<file path="src/rtl/wb_pkg.sv">
// Shared register-file write-back types and sizes.
package wb_pkg;

    localparam int REG_W  = 16;
    localparam int REG_AW = 3;
    localparam int NREGS  = 8;

    typedef struct packed {
        logic [REG_AW-1:0] dest;
        logic [REG_W-1:0]  data;
    } wb_req_t;

    // One-hot decode of a register number into a per-register strobe vector.
    function automatic logic [NREGS-1:0] reg_onehot(input logic [REG_AW-1:0] n);
        reg_onehot = NREGS'(1) << n;
    endfunction

endpackage

</file>
<file path="src/rtl/wb_arbiter_rr_pick2.sv">
// Two-grant round-robin picker: grant A is the first full slot at or after
// rr_ptr; grant B is the next full slot after A whose destination differs
// from A's, so the two register-file write ports never collide.
module rr_pick2
    import wb_pkg::*;
#(
    parameter  int NSRC = 4,
    localparam int PW   = $clog2(NSRC)
) (
    input  logic [NSRC-1:0]        full,
    input  logic [NSRC*REG_AW-1:0] dest,
    input  logic [PW-1:0]          rr_ptr,
    output logic                   a_valid,
    output logic [PW-1:0]          a_idx,
    output logic                   b_valid,
    output logic [PW-1:0]          b_idx
);

    logic [REG_AW-1:0] a_dest;
    int                idx;

    // Walk the slots in round-robin order once, taking A then the first non-colliding B.
    always_comb begin
        a_valid = 1'b0;
        a_idx   = '0;
        b_valid = 1'b0;
        b_idx   = '0;
        a_dest  = '0;
        idx     = 0;
        for (int k = 0; k < NSRC; k++) begin
            idx = int'(rr_ptr) + k;
            if (idx >= NSRC) idx = idx - NSRC;
            if (full[idx]) begin
                if (!a_valid) begin
                    a_valid = 1'b1;
                    a_idx   = PW'(idx);
                    a_dest  = dest[idx*REG_AW +: REG_AW];
                end else if (!b_valid && (dest[idx*REG_AW +: REG_AW] != a_dest)) begin
                    b_valid = 1'b1;
                    b_idx   = PW'(idx);
                end
            end
        end
    end

endmodule

</file>
<file path="src/rtl/wb_arbiter.sv">
// Write-back arbiter: one single-entry slot per result source, drained onto
// two register-file write ports per cycle with round-robin fairness.
module wb_arbiter
    import wb_pkg::*;
#(
    parameter int NSRC = 4
) (
    input  logic                   clk,
    input  logic                   rst,
    input  logic [NSRC-1:0]        src_valid,
    output logic [NSRC-1:0]        src_ready,
    input  logic [NSRC*REG_AW-1:0] src_dest,
    input  logic [NSRC*REG_W-1:0]  src_data,
    output logic                   write0,
    output logic [REG_AW-1:0]      num_write0_out,
    output logic [REG_W-1:0]       data_write0_out,
    output logic                   write1,
    output logic [REG_AW-1:0]      num_write1_out,
    output logic [REG_W-1:0]       data_write1_out,
    output logic [NREGS-1:0]       wr_done
);

    localparam int PW = $clog2(NSRC);

    logic [NSRC-1:0]        full_q;
    wb_req_t                slot_q [NSRC];
    logic [PW-1:0]          rr_ptr_q;
    logic [PW-1:0]          rr_ptr_nxt;
    logic [NSRC*REG_AW-1:0] dest_vec;
    logic                   a_valid;
    logic                   b_valid;
    logic [PW-1:0]          a_idx;
    logic [PW-1:0]          b_idx;
    logic [PW-1:0]          last_idx;
    logic [NSRC-1:0]        granted;
    logic [NSRC-1:0]        accept;

    // Flatten slot destinations for the picker.
    always_comb begin
        dest_vec = '0;
        for (int i = 0; i < NSRC; i++) begin
            dest_vec[i*REG_AW +: REG_AW] = slot_q[i].dest;
        end
    end

    rr_pick2 #(.NSRC(NSRC)) u_pick (
        .full    (full_q),
        .dest    (dest_vec),
        .rr_ptr  (rr_ptr_q),
        .a_valid (a_valid),
        .a_idx   (a_idx),
        .b_valid (b_valid),
        .b_idx   (b_idx)
    );

    // Granted mask; a slot being drained this cycle can take a new result at the same edge.
    always_comb begin
        granted = '0;
        if (a_valid) granted[a_idx] = 1'b1;
        if (b_valid) granted[b_idx] = 1'b1;
    end

    assign src_ready = ~full_q | granted;
    assign accept    = src_valid & src_ready;

    // Write ports; forced idle during reset and zeroed when not writing.
    always_comb begin
        write0          = a_valid & ~rst;
        write1          = b_valid & ~rst;
        num_write0_out  = write0 ? slot_q[a_idx].dest : '0;
        data_write0_out = write0 ? slot_q[a_idx].data : '0;
        num_write1_out  = write1 ? slot_q[b_idx].dest : '0;
        data_write1_out = write1 ? slot_q[b_idx].data : '0;
    end

    // Pointer moves just past the later of the two grants, holding when idle.
    always_comb begin
        last_idx   = b_valid ? b_idx : a_idx;
        rr_ptr_nxt = rr_ptr_q;
        if (a_valid) begin
            rr_ptr_nxt = (last_idx == PW'(NSRC-1)) ? '0 : last_idx + 1'b1;
        end
    end

    // Slot occupancy, round-robin pointer and write-completion strobes.
    always_ff @(posedge clk or posedge rst) begin
        if (rst) begin
            full_q   <= '0;
            rr_ptr_q <= '0;
            wr_done  <= '0;
        end else begin
            for (int i = 0; i < NSRC; i++) begin
                if (accept[i]) begin
                    full_q[i] <= 1'b1;
                end else if (granted[i]) begin
                    full_q[i] <= 1'b0;
                end
            end
            rr_ptr_q <= rr_ptr_nxt;
            wr_done  <= (write0 ? reg_onehot(num_write0_out) : '0)
                      | (write1 ? reg_onehot(num_write1_out) : '0);
        end
    end

    // Slot payload capture; contents are don't-care while the slot is empty.
    always_ff @(posedge clk) begin
        for (int i = 0; i < NSRC; i++) begin
            if (accept[i]) begin
                slot_q[i].dest <= src_dest[i*REG_AW +: REG_AW];
                slot_q[i].data <= src_data[i*REG_W +: REG_W];
            end
        end
    end

endmodule

</file>
<file path="config.mk">
export PLATFORM = sky130hd
export DESIGN_NAME = wb_arbiter
export DESIGN_NICKNAME = d
export VERILOG_FILES = /design/src/rtl/wb_pkg.sv /design/src/rtl/wb_arbiter_rr_pick2.sv /design/src/rtl/wb_arbiter.sv
export SDC_FILE = /design/constraint.sdc
export NUM_CORES = 1
export LEC_CHECK = 0
export BUFFER_PORTS_ARGS = -buffer_cell sky130_fd_sc_hd__buf_4
export CELL_PAD_IN_SITES_DETAIL_PLACEMENT = 0
export CELL_PAD_IN_SITES_GLOBAL_PLACEMENT = 1
export CORE_MARGIN = 10
export CORE_UTILIZATION = 30
export CTS_CLUSTER_SIZE = 16
export DETAILED_ROUTE_END_ITERATION = 7
export HOLD_SLACK_MARGIN = 0.08
export PLACE_DENSITY = 0.71
export SETUP_SLACK_MARGIN = 0.4
export SLEW_MARGIN = 20
export SYNTH_ARGS = -nofsm -noshare
export SYNTH_HDL_FRONTEND = slang
export SYNTH_SLANG_ARGS = --single-unit
</file>
<file path="constraint.sdc">
create_clock -name clk -period 7.56 [get_ports clk]
set_input_delay 0.756 -clock clk [delete_from_list [all_inputs] [get_ports clk]]
set_output_delay 0.756 -clock clk [all_outputs]
set_load 0.1 [all_outputs]
</file>
==> key figures <==
Logic synthesis
  – Top FF cell, synth: edfxtp_1
  – Share of synthesized registers carrying an async set or reset: 15.6%
  – Part of the Yosys area used for sequential elements: 41.2%
  – Count of distinct cell types in the synthesized netlist: 80
  – Flip-flop and latch count after synthesis: 90
  – Post-synth EDFFs: 76
  – Gate count of the mapped netlist: 571
  – Number of warnings issued by yosys: 0
  – Syn Area/Cell: 11.2 sq um
  – Post-Syn Nets: 662
  – Syn Std Cell Area: 6390 sq um

Detailed routing
  – Final wirelength: 19700 um
  – Remaining DRCs: 0
  – Overall via count from detail_route: 5272
  – Detail-routed net length per standard cell: 20.6 um
  – Vias per cell: 5.50
  – Routed Antenna Nets: 0
  – Starting DRC count in detailed routing: 353
  – Number of iterations in the first detailed-routing pass: 5

Min path
  – Class of the tightest hold or removal check: in -> async

Timing
  – Achievable frequency: 156 MHz
  – Final-report setup violation count: 0
  – Setup repair after global routing missed its margin: no
  – Max Clock Skew: 0.00870 ns
  – Slew @ Worst Pin: 1.11 ns
  – Period utilization: 85.0%
  – Summed negative setup slack over all endpoints: 0 ns
  – Final-report max-slew violation count: 0
  – Normalized max-slew margin: 24.1%
  – Number of failing hold endpoints at the final stage: 0
  – Final worst path period need: 6.42 ns

Global route
  – Vias in the first global route: 5483
  – Antenna violations before repair: 0
  – Remaining global-route overflow: 0
  – Pin count of the biggest net entering global routing: 49
  – Wire length of the first global-routing pass: 30900 um
  – Total global routing track utilization: 13.6%

Clock tree
  – CTS H-tree lvls: 3
  – Number of sinks handled by clock tree synthesis: 90
  – Post-cts resize count: 0
  – Insertion delay to the later sink of the worst-skew pair: 0.34 ns
  – Number of post-CTS setup repair buffers: 0
  – Hold bufs inserted after CTS: 0
  – Clock Tree Buf Depth: 2
  – Cts bufs inserted: 9
  – Clock root buffer: clkbuf_16
  – Clock tree from TritonCTS: built
  – CTS clk-pin slew, worst paths: 0.08 ns

Critical path
  – Largest fanout of any net on the critical path: 40
  – Worst EP arrival: 5.67 ns
  – Critical path type: reg -> out
  – Element type at the critical path start: flop
  – Reg-to-reg endpoint: slot_q[3][13]
  – Category of the worst setup path capture point: primary output
  – Critical path required time: 6.80 ns
  – Logic depth of the worst register-to-register path: 17
  – Critical R2R Launch: rr_ptr_q[1]
  – Setup slack on the worst flop-to-flop path: 1.89 ns

Status
  – Status: finished clean

Die
  – Row count: 53
  – X dimension of the die: 166 um
  – DIE AREA: 27500 sq um
  – # IOs: 134
  – Starting utilization of the core area: 30.5%
  – Placeable core area: 21000 sq um
  – Die height: 166 um

Place
  – IO Port Bufs: 133
  – Final weighted congestion in routability-driven placement: 0.912
  – Estimated wirelength of the detail-placed design: 14400 um

Layout
  – Area overhead of the layout relative to synthesis: 24.5%
  – Number of nets in the finished design: 770
  – Share of cells above drive strength 1: 37.6%
  – Filler cell count in the final layout: 2047
  – Antenna Diode Count: 0

Flow run
  – Total of max-cap violations: 0
-- layer usage --
metal / track usage, % / up-vias / share of wire (%)
li1: - / 2384 / -
met1: 16.0 / 2636 / 41
met2: 23.7 / 221 / 50
met3: 3.24 / 31 / 6.6
met4: 4.70 / 0 / 2.1
met5: 0 / - / 0
-- flip-flops by register name (all words and copies together) (netlist names) --
register / count
full_q: 4
rr_ptr_q: 2
slot_q: 76
wr_done: 8
-- cells by family (layout without fill, tap and decap cells) --
logic type / count (synthesis) / after routing / share of synthesized area [%]
other: 1 / 1 / 0.0587
buffers and inverters: 65 / 178 / 5.84
AO/OA/AOI/OAI: 117 / 117 / 13.8
XOR/XNOR: 8 / 8 / 1.10
multiplexers: 126 / 126 / 24.4
adder cells (fa/ha/maj): 9 / 9 / 1.76
flip-flops: 90 / 90 / 41.2
AND/OR/NAND/NOR: 155 / 155 / 11.8
-- cell usage in the layout (no fill, tap or decap), types with 10 or more instances in the layout --
cell,Yosys,layout
buf_4,4,144
edfxtp_1,76,76
mux2i_1,62,62
nor2_1,59,59
mux2_2,39,39
nand2_1,28,28
a211oi_1,33,19
mux4_2,18,18
a211oi_2,1,15
o21ai_0,14,13
dfrtp_1,14,13
inv_1,12,12
a21oi_1,10,10
-- per-stage QoR --
stage	instance area, sq um	utilization (%)	hold slack [ns]	cells	setup slack, ns
6_report	7950	38.0	0.499	959	1.14
3_3_place_gp	7620	36.4	0.673	943	1.38
5_1_grt	7950	38.0	0.555	959	0.718
3_5_place_dp	7620	36.4	0.687	943	1.26
4_1_cts	7950	37.9	0.522	959	0.893
2_1_floorplan	6460	-	0.659	571	0.0978
-- synthesized netlist by cell type (6+ instances only) --
cell,n,area share [%]
mux4_2,18,6.3
nand3_1,8,0.63
nand2_1,28,1.6
edfxtp_1,76,36
clkbuf_1,17,1.0
a21oi_1,10,0.78
a211oi_1,33,3.9
mux2_2,39,6.9
nor2_1,59,3.5
dfrtp_1,14,5.5
ha_1,9,1.8
o211ai_1,6,0.71
and3_1,6,0.59
inv_1,12,0.71
mux2i_1,62,9.7
nor2b_1,11,1.1
nand2b_1,7,0.69
o21ai_0,14,1.1
buf_2,16,1.3
-- critical path, cell delays in order, from the launching register on --
cell      delay, ns
dfrtp_1        0.54
inv_1          0.23
ha_1           0.73
inv_2          0.28
nor3_1         0.28
ha_1           0.19
nor2b_1        0.08
o2111a_1       0.13
a41o_1         0.23
nor2_1         0.19
xor2_1         0.15
o31a_1         0.31
o41ai_1        0.44
o21bai_4       0.26
buf_12         0.31
mux2i_1        0.14
mux2i_1        0.36
and2_1         0.18
buf_4          0.28
-- worst max-delay path by stage --
stage / start / to / slack (ns) / depth (start not counted)
floorplan: rr_ptr_q[0] / data_write1_out[5] / 0.1 / 22
global placement: rr_ptr_q[1] / num_write1_out[2] / 1.38 / 16
detailed placement: rr_ptr_q[1] / num_write1_out[2] / 1.26 / 16
CTS: rr_ptr_q[1] / num_write1_out[2] / 0.89 / 16
global route: rr_ptr_q[0] / num_write1_out[2] / 0.72 / 18
finish: rr_ptr_q[1] / num_write1_out[2] / 1.14 / 18
-- layout make-up --
cell class / instances / area (sq um) / area share, %
inverters: 17 / 63.8 / 0.802
multi-input cells: 416 / 3480 / 43.8
well taps: 275 / 344 / 4.33
clock inverters: 7 / 101 / 1.27
repair buffers: 145 / 1100 / 13.8
clock buffers: 9 / 225 / 2.83
flip-flops and latches: 90 / 2630 / 33.1
Power is left out: the tool's default activity adds up to more than one toggle a clock period on the data nets, which glitch-free logic cannot reach.
